===== src/rtl/sram_mem_ctrl.sv =====
// Two-phase (low/high half-word) sequencer for 32-bit loads/stores onto a 16-bit async SRAM.
// Optional last-read tag bypass enabled by defining SRAM_LASTRD_EN.
module sram_mem_ctrl #(
    parameter int BASE_ADDR = 1024,
    parameter int SRAM_AW   = 18,
    parameter int WAIT_CYC  = 1
) (
    input  logic               clk,
    input  logic               rst,
    input  logic               rd_en,
    input  logic               wr_en,
    input  logic [31:0]        address,
    input  logic [31:0]        wdata,
    output logic [31:0]        rdata,
    output logic               ready,
    output logic [SRAM_AW-1:0] sram_addr,
    output logic [15:0]        sram_dq_out,
    input  logic [15:0]        sram_dq_in,
    output logic               sram_dq_oe,
    output logic               sram_we_n
);

    localparam int WW = SRAM_AW - 1;
    localparam int CW = (WAIT_CYC > 0) ? $clog2(WAIT_CYC + 1) : 1;
    localparam logic [CW-1:0] CNT_LAST = CW'(WAIT_CYC);

    typedef enum logic [1:0] {S_IDLE, S_LO, S_HI, S_DONE} state_e;

    state_e            state_q, state_d;
    logic [CW-1:0]     cnt_q, cnt_d;
    logic              is_wr_q, is_wr_d;
    logic [WW-1:0]     word_q, word_d;
    logic [31:0]       wdata_q, wdata_d;
    logic [31:0]       rdata_q, rdata_d;
    logic [SRAM_AW-1:0] addr_q, addr_d;
    logic [15:0]       dq_q, dq_d;
    logic              oe_q, oe_d;
    logic              we_n_q, we_n_d;

    logic [31:0]       byte_off;
    logic [WW-1:0]     req_word;
    logic              phase_end;

`ifdef SRAM_LASTRD_EN
    logic              tag_vld_q, tag_vld_d;
    logic [WW-1:0]     tag_word_q, tag_word_d;
    logic              tag_hit;
`endif

    // Word index wraps modulo 2^(SRAM_AW-1); addresses below BASE_ADDR alias to the top.
    assign byte_off  = address - 32'(BASE_ADDR);
    assign req_word  = WW'(byte_off >> 2);
    assign phase_end = (cnt_q == CNT_LAST);

`ifdef SRAM_LASTRD_EN
    assign tag_hit = tag_vld_q && (tag_word_q == req_word);
`endif

    always_comb begin
        // NOTE: every variable gets a default first so no path can infer a latch.
        state_d = state_q;
        cnt_d   = cnt_q;
        is_wr_d = is_wr_q;
        word_d  = word_q;
        wdata_d = wdata_q;
        rdata_d = rdata_q;
`ifdef SRAM_LASTRD_EN
        tag_vld_d  = tag_vld_q;
        tag_word_d = tag_word_q;
`endif

        unique case (state_q)
            S_IDLE: begin
                if (rd_en || wr_en) begin
                    is_wr_d = wr_en;
                    word_d  = req_word;
                    wdata_d = wdata;
                    cnt_d   = '0;
                    state_d = S_LO;
`ifdef SRAM_LASTRD_EN
                    if (wr_en) begin
                        tag_vld_d = 1'b0;
                    end else if (tag_hit) begin
                        state_d = S_DONE;
                    end
`endif
                end
            end
            S_LO: begin
                if (phase_end) begin
                    cnt_d   = '0;
                    state_d = S_HI;
                    if (!is_wr_q) rdata_d[15:0] = sram_dq_in;
                end else begin
                    cnt_d = cnt_q + CW'(1);
                end
            end
            S_HI: begin
                if (phase_end) begin
                    cnt_d   = '0;
                    state_d = S_DONE;
                    if (!is_wr_q) begin
                        rdata_d[31:16] = sram_dq_in;
`ifdef SRAM_LASTRD_EN
                        tag_vld_d  = 1'b1;
                        tag_word_d = word_q;
`endif
                    end
                end else begin
                    cnt_d = cnt_q + CW'(1);
                end
            end
            S_DONE: state_d = S_IDLE;
            default: state_d = S_IDLE;
        endcase

        // Pins are registered from the next state so they change on the edge entering a phase.
        addr_d = addr_q;
        dq_d   = dq_q;
        oe_d   = 1'b0;
        we_n_d = 1'b1;
        if (state_d == S_LO || state_d == S_HI) begin
            addr_d = {word_d, (state_d == S_HI)};
            if (is_wr_d) begin
                dq_d   = (state_d == S_HI) ? wdata_d[31:16] : wdata_d[15:0];
                oe_d   = 1'b1;
                we_n_d = 1'b0;
            end
        end
    end

    always_ff @(posedge clk) begin
        if (!rst) begin
            state_q <= S_IDLE;
            cnt_q   <= '0;
            is_wr_q <= 1'b0;
            word_q  <= '0;
            wdata_q <= '0;
            rdata_q <= '0;
            addr_q  <= '0;
            dq_q    <= '0;
            oe_q    <= 1'b0;
            we_n_q  <= 1'b1;
`ifdef SRAM_LASTRD_EN
            tag_vld_q  <= 1'b0;
            tag_word_q <= '0;
`endif
        end else begin
            // NOTE: non-blocking assignments so every register samples pre-edge values.
            state_q <= state_d;
            cnt_q   <= cnt_d;
            is_wr_q <= is_wr_d;
            word_q  <= word_d;
            wdata_q <= wdata_d;
            rdata_q <= rdata_d;
            addr_q  <= addr_d;
            dq_q    <= dq_d;
            oe_q    <= oe_d;
            we_n_q  <= we_n_d;
`ifdef SRAM_LASTRD_EN
            tag_vld_q  <= tag_vld_d;
            tag_word_q <= tag_word_d;
`endif
        end
    end

    assign ready       = (state_q == S_DONE) || (state_q == S_IDLE && !rd_en && !wr_en);
    assign rdata       = rdata_q;
    assign sram_addr   = addr_q;
    assign sram_dq_out = dq_q;
    assign sram_dq_oe  = oe_q;
    assign sram_we_n   = we_n_q;

endmodule


===== config.mk =====
export PLATFORM = sky130hd
export DESIGN_NAME = sram_mem_ctrl
export DESIGN_NICKNAME = d
export VERILOG_FILES = /design/src/rtl/sram_mem_ctrl.sv
export SDC_FILE = /design/constraint.sdc
export NUM_CORES = 1
export LEC_CHECK = 0
export ABC_AREA = 1
export CAP_MARGIN = 0
export CORE_MARGIN = 3
export CORE_UTILIZATION = 46
export DETAILED_ROUTE_END_ITERATION = 7
export DONT_BUFFER_PORTS = 1
export PLACE_DENSITY = 0.67
export SLEW_MARGIN = 20
export SYNTH_ARGS = -nofsm -noshare
export SYNTH_HDL_FRONTEND = slang
export SYNTH_SLANG_ARGS = --single-unit

===== constraint.sdc =====
create_clock -name clk -period 2.8 [get_ports clk]
set_input_delay 0.56 -clock clk [delete_from_list [all_inputs] [get_ports clk]]
set_output_delay 0.56 -clock clk [all_outputs]
set_load 0.005 [all_outputs]

==> impl_metrics.yaml <==
critical_path:
  slowest_delay_ps: 400
  end_kind: "register"
  r2r_cells: 11
  rrSetupSlack_ps: 410
  required_ps: 3240
  critPathLaunch: "state_q[1]$_SDFF_PN0_"
  crit_top_cell: "nand2_1"
  reg2reg_to: "sram_dq_out[12]$_SDFFE_PN0P_"
  slowest_stage: "dfxtp_1"
  criticalPathCategory: "reg -> reg"
  cp.arrival_ps: 2830
  timing.rr.start: "state_q[1]$_SDFF_PN0_"
  worstPathMaxFanout: 16
  path_buf_inv: 3
  start_kind: "register"
  path_cells: "inv_1 -> ha_1 -> inv_1 -> nor2_1 -> o31ai_1 -> ha_1 -> clkinv_1 -> nand2_1 -> nand2_1 -> nand2_1 -> nor2_1"
  crit_family: "simple AND/OR/NAND/NOR gates"
clock_tree:
  clock_path_buffers: 2
  clock_latency_ps: 510
  cts.sinks: 121
  cts_inserted_buffers: 17
  htreeDepth: 4
  cts_tree: "done"
  path_clk_slew_ps: 50
  postCtsSetupBuffers: 0
  post_cts_resized: 0
  cts_root_buf: "clkbuf_8"
  ctsHoldBuffers: 0
yosys:
  yosysTopAreaCell: "dfxtp_1"
  synth_seq_cells: 121
  syn_nets: 812
  synth_top_family_by_area: "simple AND/OR/NAND/NOR gates"
  ys_types: 27
  synth_top_area_share_pct: 47.58
  synth_edf_count: 0
  synthTopCellsByArea: "dfxtp_1 (48%), nand2_1 (9.3%), inv_1 (8.3%)"
  synthMuxAreaShare_pct: 0
  postSynthCellCount: 720
  synth.avg_cell_area_um2: 7.071
  seq_area_frac_synth_pct: 47.58
  synth.most_common_cell: "nand2_1"
  ys.flop_type: "dfxtp_1"
  async_flop_share_pct: 0
  synthTopCellsByCount: "nand2_1 (126), dfxtp_1 (121), inv_1 (113), nor2_1 (113), o21ai_0 (84)"
  synth_xor_area_share_pct: 0.1720
  synth_fa_ha_area_share_pct: 1.966
  syn-cell-area_um2: 5091
  synth_compound_area_share_pct: 14.35
  synthSimpleGateAreaFrac_pct: 24.18
  ys_warn_count: 0
place:
  hpwl_um: 7833
  place_ws_ps: 447.8
  portBuffers: 0
  place.gp.congestion: 0.7960
sta:
  tns_ps: 0
  setup_viol: 0
  setup_ws_ps: 409.4
  skew_ps: 5.101
  maxSlewViolCount: 0
  hold_viol: 0
  worst_pin_slew_ps: 1012
  period_share_pct: 85.38
  grt_setup_unrepaired: "false"
  post-route-min-period_ps: 2391
  fmax_ghz: 0.4183
  slew_headroom_pct: 32.32
route:
  num_vias: 4207
  wl_um: 11450
  via_per_inst: 4.892
  drtPass1Iterations: 6
  drt_first_iter_violations: 258
  ant_nets: 0
  drc_errors: 0
  wl_per_cell_um: 13.32
hold_path:
  min_to: "sram_dq_out[15]$_SDFFE_PN0P_"
  min_path_type: "in -> reg"
  hp-start: "rst"
  whs_path_depth: 2
grt:
  grt-ovfl-total: 0
  grt_pass1_vias: 3961
  grt_max_degree: 69
  antenna_found_initial: 3
  grt_pass1_wl_um: 18810
  grt_use_total_pct: 18.71
pwr:
  pwr-share-seq_pct: 33.2
  switching_share_pct: 38.86
  switching_power_mw: 2.921
  intPower_mw: 4.596
  powerDensity_nw_per_um2: 1312
  power_frac_clock_pct: 27.1
  ir_drop_uv: 574.6
  p_leak_nw: 2.629
  comb_power_share_pct: 39.7
floorplan:
  die_h_um: 111.2
  num_rows: 37
  start_util_pct: 48.23
  coreArea_um2: 10560
  io-pin-count: 153
  dieArea_um2: 12370
  die_w_um: 111.2
finish:
  drive_above_1_share_pct: 8.310
  nets: 802
  area_delta_synth_final_pct: 12.53
run:
  drv_cap: 0
run_status:
  status: "completed"
-- final cells by class --
cell class                 instances  area (um^2)
timing repair buffer               8        60.06
tap                              136        170.2
fill                             997         4826
sequential                       121         2422
multi-input combinational        446         2076
clock buffer                      22        462.9
antenna                            2        5.005
inverter                         116        435.4
clock inverter                     9        97.59
-- power groups by stage --
stage	registers, mW	clock network (mW)	logic (mW)
after floorplan	2.45	0	2.46
after global placement	2.52	0	2.88
after detailed placement	2.53	0	3.01
after CTS	2.50	2.09	3.02
after global routing	2.55	2.18	3.51
final	2.49	2.04	2.99
-- cells in the final DEF (no fill, tap or decap), types with 8 or more instances in the layout --
cell,instances
nand2_1,126
dfxtp_1,121
inv_1,113
nor2_1,113
o21ai_0,84
a21oi_1,40
nand3_1,27
or2_2,18
clkbuf_16,16
or2_1,10
a21o_1,8
ha_1,8
buf_4,8
-- registers in the layout (all words and copies together) (netlist names) --
register / count
sram_dq_out: 16
sram_addr: 18
wdata_q: 32
is_wr_q: 1
word_q: 17
rdata: 32
state_q: 2
sram_we_n: 1
cnt_q: 1
sram_dq_oe: 1
-- worst max-delay path by stage --
| stage | slack, ps | end | cells after the start |
|---|---|---|---|
| 6_report | 410 | sram_dq_out[12]$_SDFFE_PN0P_ | 11 |
| 5_1_grt | 190 | sram_dq_out[7]$_SDFFE_PN0P_ | 11 |
| 4_1_cts | 420 | sram_dq_out[12]$_SDFFE_PN0P_ | 11 |
| 3_5_place_dp | 450 | sram_dq_out[12]$_SDFFE_PN0P_ | 11 |
| 3_3_place_gp | 590 | sram_dq_out[12]$_SDFFE_PN0P_ | 11 |
| 2_1_floorplan | 760 | sram_dq_out[12]$_SDFFE_PN0P_ | 11 |
-- worst register-to-register path: cells and delay by family, from the launching register on --
kind / cells / cell delay [ps]
compound gates: 1 / 380
fa+ha+maj: 2 / 570
flops: 1 / 400
simple gates: 5 / 730
buf+inv: 3 / 250
-- stage by stage --
stage          power (mW)  hold slack (ps)  std cells  area [um^2]  util, %
3_3_place_gp        5.391            451.5        827         5159    48.87
5_1_grt             8.235            157.9        860         5729    54.28
4_1_cts             7.612            153.3        858         5719    54.18
3_5_place_dp        5.534            456.5        827         5159    48.87
2_1_floorplan       4.915            440.2        720         5091        -
6_report            7.516            185.2        860         5729    54.28
-- logic make-up after synthesis --
| kind of cell | count (synthesis) |
|---|---|
| and+or+nand+nor | 298 |
| buffers and inverters | 153 |
| xor gates and xnor gates | 1 |
| DFF | 121 |
| AOI/OAI and AO/OA | 139 |
| adders and majority gates | 8 |
-- metal layers --
layer,GRT usage [%],vias to the layer above,share of wire (%)
met1,21.06,1879,42
met2,30.88,114,48
met4,8.273,2,2.3
li1,-,2188,-
met3,7.915,24,7.4
met5,0,-,0.11
Note: power is estimated with default switching activity, not from simulation.
